`src/rtl/datapath.sv`:
```
// Processor datapath: 256x16 data memory, 16-bit PC, 8x16 register file,
// add/sub/LHI/LLI ALU with NZVC flags, and a registered output port.
module datapath (
    input  logic        clk,
    input  logic        rst,
    input  logic        mem_wen,
    input  logic        mem_ren,
    input  logic [7:0]  mem_addr,
    input  logic [15:0] mem_datain,
    output logic [15:0] mem_dataout,
    input  logic        pc_en,
    input  logic        pc_inc0_jum1,
    input  logic [15:0] pc_ext,
    output logic [15:0] pc_addr,
    input  logic        rf_en,
    input  logic [2:0]  rf_addr,
    input  logic [1:0]  rf_op,
    input  logic [2:0]  rf_readA,
    input  logic [2:0]  rf_readB,
    output logic [15:0] rf_B,
    input  logic        add0_sub1,
    input  logic        LHI,
    input  logic        LLI,
    input  logic        ext_imm,
    input  logic [15:0] ext_immB,
    output logic [15:0] alu_out,
    output logic        N,
    output logic        Z,
    output logic        V,
    output logic        C,
    input  logic        ctro_outR,
    output logic [15:0] OutR
);

    logic [15:0] mem [0:255];
    logic [15:0] rf  [0:7];
    logic [15:0] op_a;
    logic [15:0] op_b;
    logic [15:0] b_eff;
    logic [16:0] sum;
    logic [15:0] rf_wdata;

    assign op_a = rf[rf_readA];
    assign rf_B = rf[rf_readB];
    assign op_b = ext_imm ? ext_immB : rf_B;

    // Subtraction is A + ~B + 1, so C reads as "no borrow" for sub.
    always_comb begin
        b_eff   = add0_sub1 ? ~op_b : op_b;
        sum     = {1'b0, op_a} + {1'b0, b_eff} + 17'(add0_sub1);
        alu_out = sum[15:0];
        C       = sum[16];
        V       = (op_a[15] == b_eff[15]) && (sum[15] != op_a[15]);
        if (LHI) begin
            alu_out = {op_b[7:0], op_a[7:0]};
            C       = 1'b0;
            V       = 1'b0;
        end else if (LLI) begin
            alu_out = {op_a[15:8], op_b[7:0]};
            C       = 1'b0;
            V       = 1'b0;
        end
    end

    assign N = alu_out[15];
    assign Z = (alu_out == 16'h0000);

    always_comb begin
        rf_wdata = alu_out;
        case (rf_op)
            2'd0:    rf_wdata = alu_out;
            2'd1:    rf_wdata = mem_dataout;
            2'd2:    rf_wdata = pc_addr;
            default: rf_wdata = ext_immB;
        endcase
    end

    // The array itself is never cleared; reset only blocks writes into it.
    always_ff @(posedge clk) begin
        if (!rst && mem_wen)
            mem[mem_addr] <= mem_datain;
    end

    always_ff @(posedge clk or posedge rst) begin
        if (rst)
            mem_dataout <= 16'h0000;
        else if (mem_ren)
            mem_dataout <= mem[mem_addr];
    end

    always_ff @(posedge clk or posedge rst) begin
        if (rst)
            pc_addr <= 16'h0000;
        else if (pc_en)
            pc_addr <= pc_inc0_jum1 ? pc_ext : pc_addr + 16'h0001;
    end

    always_ff @(posedge clk or posedge rst) begin
        if (rst) begin
            for (int i = 0; i < 8; i++)
                rf[i] <= 16'h0000;
        end else if (rf_en) begin
            rf[rf_addr] <= rf_wdata;
        end
    end

    always_ff @(posedge clk or posedge rst) begin
        if (rst)
            OutR <= 16'h0000;
        else if (ctro_outR)
            OutR <= op_a;
    end

endmodule

```
`config.mk`:
```
export PLATFORM = sky130hd
export DESIGN_NAME = datapath
export DESIGN_NICKNAME = d
export VERILOG_FILES = /design/src/rtl/datapath.sv
export SDC_FILE = /design/constraint.sdc
export NUM_CORES = 2
export LEC_CHECK = 0
export ABC_AREA = 1
export ABC_CLOCK_PERIOD_IN_PS = 5430
export CORE_MARGIN = 3
export CORE_UTILIZATION = 55
export DETAILED_ROUTE_END_ITERATION = 8
export PLACE_DENSITY_LB_ADDON = 0.3
export SLEW_MARGIN = 20
export SYNTH_ARGS = -nofsm -noshare
export SYNTH_HDL_FRONTEND = slang
export SYNTH_SLANG_ARGS = --single-unit
```
`constraint.sdc`:
```
create_clock -name clk -period 5.43 [get_ports clk]
set_input_delay 0.543 -clock clk [delete_from_list [all_inputs] [get_ports clk]]
set_output_delay 0.543 -clock clk [all_outputs]
set_load 0.02 [all_outputs]
```
Word level (Yosys, flattened, before mapping)
Memories as Yosys holds them, arrays and structs flattened. A register that Yosys moved wholly into a read port is not among the register bits.
Cells that the tools add are included.
- memories kept: 1
- output and inout bits: 84
- bits in registers: 160
- input bits: 79
- word-level logic and storage cells: 53
- bits in writable memories: 4096
- $lt $le $gt $ge: 4
- muxes and demuxes: 21
- bitwise gates (word level): 4
- eq/ne operators: 4
- add/sub/neg operators: 3
- reductions and logical operators: 6
- memories (memory ; words ; bits a word ; read ports ; clocked after Yosys merged registers in ; wr ports ; RTL line ; text):
    mem ; 256 ; 16 ; 1 ; 1 ; 1 ; 35 ; logic [15:0] mem [0:255];
- operators by type and width (kind ; count):
    two-way mux 16 bit ; 10
    bitwise mux 128 bit ; 1
    binary-select mux 16 bit (select 3 bit) ; 2
    demux 16 bit (select 3 bit) ; 1
    one-hot mux 16 bit (3 select lines) ; 1
    adder 16 x 16 -> 17 bit ; 1
    adder 17 x 1 -> 17 bit ; 1
    adder 16 x 1 -> 16 bit (second input constant) ; 1
    logical NOT 16 bit ; 1
    NOT 16 bit ; 1
    greater-or-equal comparator 4 bit (second input constant) ; 3
    NOT 3 -> 4 bit ; 3
    two-way mux 1 bit ; 6
    less-than comparator 4 x 1 -> 1 bit (second input constant) ; 1
    logical AND 1 bit ; 3
    == test 2 x 1 -> 1 bit (second input constant) ; 1
    == test 2 bit (second input constant) ; 1
    logical NOT 2 bit ; 1
    == test 1 bit ; 1
    logical NOT 1 bit ; 1
    inequality test 1 bit ; 1

Logic depth before layout (Yosys ltp)
- word-level depth: 13
- depth in mapped cells: 27
- depth with buffers taken out: 25

Least setup slack after synthesis
OpenSTA, ideal clock, no wires.
- kind: input -> output
- from: input rf_readB[1]
- to: output Z
- arrival: 3.836 ns
- path buffers: 2
- stages on the path: 25
- path slack: 1.051 ns
- required time: 4.887 ns
- path through: buf_2 > inv_1 > buf_2 > a21oi_1 > o21ai_1 > nand2_1 > nor2_1 > a31oi_1 > nand2_1 > nand2_1 > xor2_1 > ha_1 > a21oi_1 > nand2_1 > nand2_1 > nand3_1 > nand2_1 > nand2_1 > nand2_1 > nand2_1 > o21ai_0 > o211ai_1 > nor3_1 > nand3_1 > nor2_1
- longest elaborated chain between the ends: 12
- RTL lines (element ; RTL line ; text):
    start, declared ; 19 ; input logic [2:0] rf_readB,
    NOT 3 -> 4 bit (not written as such) * ; 44 ; assign rf_B = rf[rf_readB];
    binary-select mux 16 bit (select 3 bit) * ; 44 ;
    two-way mux 16 bit (not written as such) * (2 in a row) ; 44 ;
    net rf_B[3] ; 20 ; output logic [15:0] rf_B,
    two-way mux 16 bit * ; 45 ; assign op_b = ext_imm ? ext_immB : rf_B;
    NOT 16 bit ; 49 ; b_eff = add0_sub1 ? ~op_b : op_b;
    two-way mux 16 bit * ; 49 ;
    adder 16 x 16 -> 17 bit * ; 50 ; sum = {1'b0, op_a} + {1'b0, b_eff} + 17'(add0_sub1);
    adder 17 x 1 -> 17 bit * ; 50 ;
    two-way mux 16 bit * ; 58 ; end else if (LLI) begin
    two-way mux 16 bit * ; 54 ; if (LHI) begin
    net alu_out[12] ; 26 ; output logic [15:0] alu_out,
    logical NOT 16 bit * ; 66 ; assign Z = (alu_out == 16'h0000);
    end, declared ; 28 ; output logic Z,
The timed path passes the listed nets; every way through them passes the cells marked *. The select of a mux whose other input is x is not followed.

Worst setup path in the final report
- from: register rf[18] (netlist name)
- to: output alu_out[13]
- longest elaborated chain between the ends: 10
- elaborated cells between the ends (all ways): 13
- classes of those cells: add/sub (2); mux (10); bitwise (1)
- RTL lines (element ; RTL line ; text):
    start, declared ; 36 ; logic [15:0] rf [0:7];
    start signal, assigned by index ; 103 ; rf[rf_addr] <= rf_wdata;
    binary-select mux 16 bit (select 3 bit) ; 44 ;
    two-way mux 16 bit (not written as such) (2 in a row) ; 44 ;
    two-way mux 16 bit ; 45 ;
    NOT 16 bit ; 49 ;
    two-way mux 16 bit ; 49 ;
    adder 16 x 16 -> 17 bit * ; 50 ;
    adder 17 x 1 -> 17 bit * ; 50 ;
    two-way mux 16 bit * ; 58 ;
    two-way mux 16 bit * ; 54 ;
    end, declared ; 26 ;
Mark *: on every way between the ends. The rest lies on a longest branch, timed or not. The select of a mux whose other input is x is not followed.

==> impl_metrics.json <==
{
  "synth.area.top_cells": "edfxtp_1 (73%), nand3_1 (7.6%), a22oi_1 (4.7%), dfrtp_1 (2.6%), nand2_1 (2.4%)",
  "max_freq_ghz": 0.1963,
  "yosysTopAreaCell": "edfxtp_1",
  "multi_input_area_mm2": 0.03611,
  "grt_util_all_layers_pct": 32.79,
  "clk_latency_ns": 0.99,
  "nFillCells": 21680,
  "setup_viol": 0,
  "maxCapViolCount": 0,
  "nets": 12590,
  "cts_tree": "done",
  "avgRoutedWirePerCell_um": 30.98,
  "cts_buffer_depth": 4,
  "dpl_cell_area_mm2": 0.1775,
  "antenna_left": 0,
  "initial_core_util_pct": 55.39,
  "stdcell_area_mm2": 0.1912,
  "drtIter0Drc": 18920,
  "row_count": 202,
  "crit_fanout": 4,
  "finalMaxSlewViolations": 0,
  "die_y_um": 559.2,
  "drc": 0,
  "synthCells": 12120,
  "start_kind": "register",
  "p_leak_nw": 62.65,
  "synth_top_area_share_pct": 73.09,
  "io_buffer_count": 162,
  "grt_max_degree": 173,
  "dieArea_mm2": 0.3126,
  "synth_ff_type": "edfxtp_1",
  "hold_viol": 0,
  "finalCriticalPeriod_ns": 5.094,
  "cts_sinks": 4272,
  "drive_gt1_share_pct": 11.09,
  "status": "completed",
  "grt_antenna_before_repair": 27,
  "worst_pin_slew_ns": 1.278,
  "place.gp.congestion": 0.9403,
  "vdd_drop_max_v": 0.0003773,
  "die_x_um": 559.2,
  "vias": 113300,
  "ys_ff_latch": 4272,
  "seq_power_share_pct": 51.7,
  "p_comb_share_pct": 7.8,
  "syn2layout_area_growth_pct": 13.59,
  "critPathArrivalTime_ns": 4.55,
  "syn_area_per_cell_um2": 13.88,
  "synth_commonest_cells": "edfxtp_1 (4096), nand3_1 (2545), nand2_1 (1063)",
  "power_density_mw_per_mm2": 371.5,
  "numCtsBuffers": 421,
  "rsz0062_at_grt": "false",
  "p_int_mw": 54.21,
  "relSlewSlack_pct": 14.82,
  "path_class": "reg -> out",
  "yosys_warnings": 0,
  "netlist-cell-type-count": 61,
  "swShare_pct": 23.66,
  "final.setup_skew_ns": 0.07523,
  "vias_per_cell": 6.688,
  "hpwl_um": 306500,
  "io_pins": 163,
  "pwr-share-clk_pct": 40.5,
  "endpoint_kind": "output pin",
  "h-tree-depth": 5,
  "coreArea_mm2": 0.3038,
  "utilization_pct": 62.92,
  "required_ns": 4.89,
  "grt_pass1_vias": 107700,
  "switchingPower_mw": 16.80,
  "worst_hold_path_type": "in -> reg",
  "clk_pin_slew_ns": 0.06,
  "synth.cell_area_mm2": 0.1683,
  "yosysSeqAreaShare_pct": 75.71,
  "totalWireLength_um": 524800,
  "dr.pass1.iters": 9,
  "async_flop_share_pct": 4.120,
  "overflow": 0,
  "synth_fp_nets": 12220,
  "period_share_pct": 93.81,
  "grt_first_pass_wirelength_um": 758200,
  "yosysMostFrequentCell": "edfxtp_1",
  "cts_setup_buffers": 0,
  "root_buffer": "clkbuf_16",
  "register_area_mm2": 0.1274,
  "synth_edf_count": 4096
}
-- per-stage QoR --
stage	instances	TNS, ns	total power, mW	hold slack, ns	setup slack (ns)
floorplan	12120	0	39.92	0.4489	0.1134
detailed placement	16150	0	42.80	0.4710	0.1101
global route	16930	0	72.83	0.03627	0.01554
global placement	16150	-0.008025	42.74	0.4690	-0.008025
finish	16940	0	71.02	0.04827	0.3363
CTS	16920	0	71.06	0.01714	0.1631
-- final timing paths --
check / start / end / slack (ns) / depth (start not counted)
max: rf[18] / alu_out[13] / 0.34 / 21
min: mem_datain[10] / mem[144][10] / 0.05 / 1
max reg2reg: rf[35] / rf[106] / 1.59 / 26
min reg2reg: rf[109] / rf[109] / 0.48 / 2
max in group asynchronous: rst / rf[95] / 4.02 / 3
min in group asynchronous: rst / OutR[13] / 0.08 / 2
-- worst max-delay path: stages (launching register included) --
cell and delay, ns:
dfrtp_1 0.37, inv_1 0.11, a21oi_1 0.07, o21ai_1 0.08, nand2_1 0.07, o21a_1 0.19
nand2_1 0.15, nand2_1 0.12, xor2_1 0.16, ha_1 0.29, buf_4 0.16, a21oi_1 0.24
o21ai_0 0.17, a21oi_1 0.16, nand2_1 0.13, nand2_1 0.11, nand2_1 0.05, nand2_1 0.06
nand3_1 0.06, nand2_1 0.10, buf_4 0.13, clkdlybuf4s50_1 0.61
-- cell type report --
class                           instances  area share (%)
Antenna cell                           16         0.02094
Sequential cell                      4272           66.65
Clock inverter                        239           1.305
Clock buffer                          531           5.797
Inverter                              205          0.4254
Multi-Input combinational cell       6709           18.89
Tap cell                             4080           2.670
Timing Repair Buffer                  888           4.243
-- kinds of logic (layout without fill, tap and decap cells) --
group	Yosys count	count (layout)	share of synthesized area, %
buf+inv	1141	1863	2.904
compound gates	2266	2266	9.027
other cells	0	16	0
xor+xnor	24	24	0.1249
fa+ha+maj	18	18	0.1383
simple gates	4401	4401	12.10
flops	4272	4272	75.71
-- registers in the layout (all words and copies together) (netlist names) --
| signal | count |
|---|---|
| mem | 4096 |
| pc_addr | 16 |
| OutR | 16 |
| rf | 128 |
| mem_dataout | 16 |
-- layer usage --
| layer | vias to the layer above | global-route usage [%] | wire length [um] |
|---|---|---|---|
| met5 | - | 0.1677 | 172 |
| met4 | 16 | 14.45 | 27040 |
| met3 | 1230 | 7.536 | 66110 |
| met2 | 8301 | 50.18 | 240200 |
| met1 | 56030 | 45.38 | 191300 |
| li1 | 47730 | - | - |
-- power by group through the flow --
stage / Clock [mW] / Combinational (mW) / Sequential [mW]
global route: 30.3 / 5.88 / 36.7
CTS: 28.9 / 5.46 / 36.7
floorplan: 0 / 2.63 / 37.3
detailed placement: 0 / 5.43 / 37.4
global placement: 0 / 5.37 / 37.4
finish: 28.8 / 5.55 / 36.7
-- cell usage in the layout, fill, tap and decap left out, types with 70 or more instances in the layout --
cell	n
nand3_1	2545
buf_12	75
a22oi_1	1049
nor2_1	506
clkinv_1	99
inv_1	182
edfxtp_1	4096
nor4_1	70
clkbuf_1	100
o21ai_0	240
buf_4	648
dfrtp_1	176
a31oi_1	624
clkdlybuf4s50_1	136
a21oi_1	145
clkbuf_16	424
nand2_1	1058
nand4_1	75
-- timing repair --
item | 4_1_cts | 5_1_grt
setup endpoints to repair | 1 | 6
resized for setup | 1 | 7
hold buffers | 3 | 0
hold endpoints to repair | 67 | 0
No activity file was read; power rests on OpenSTA's default activity.
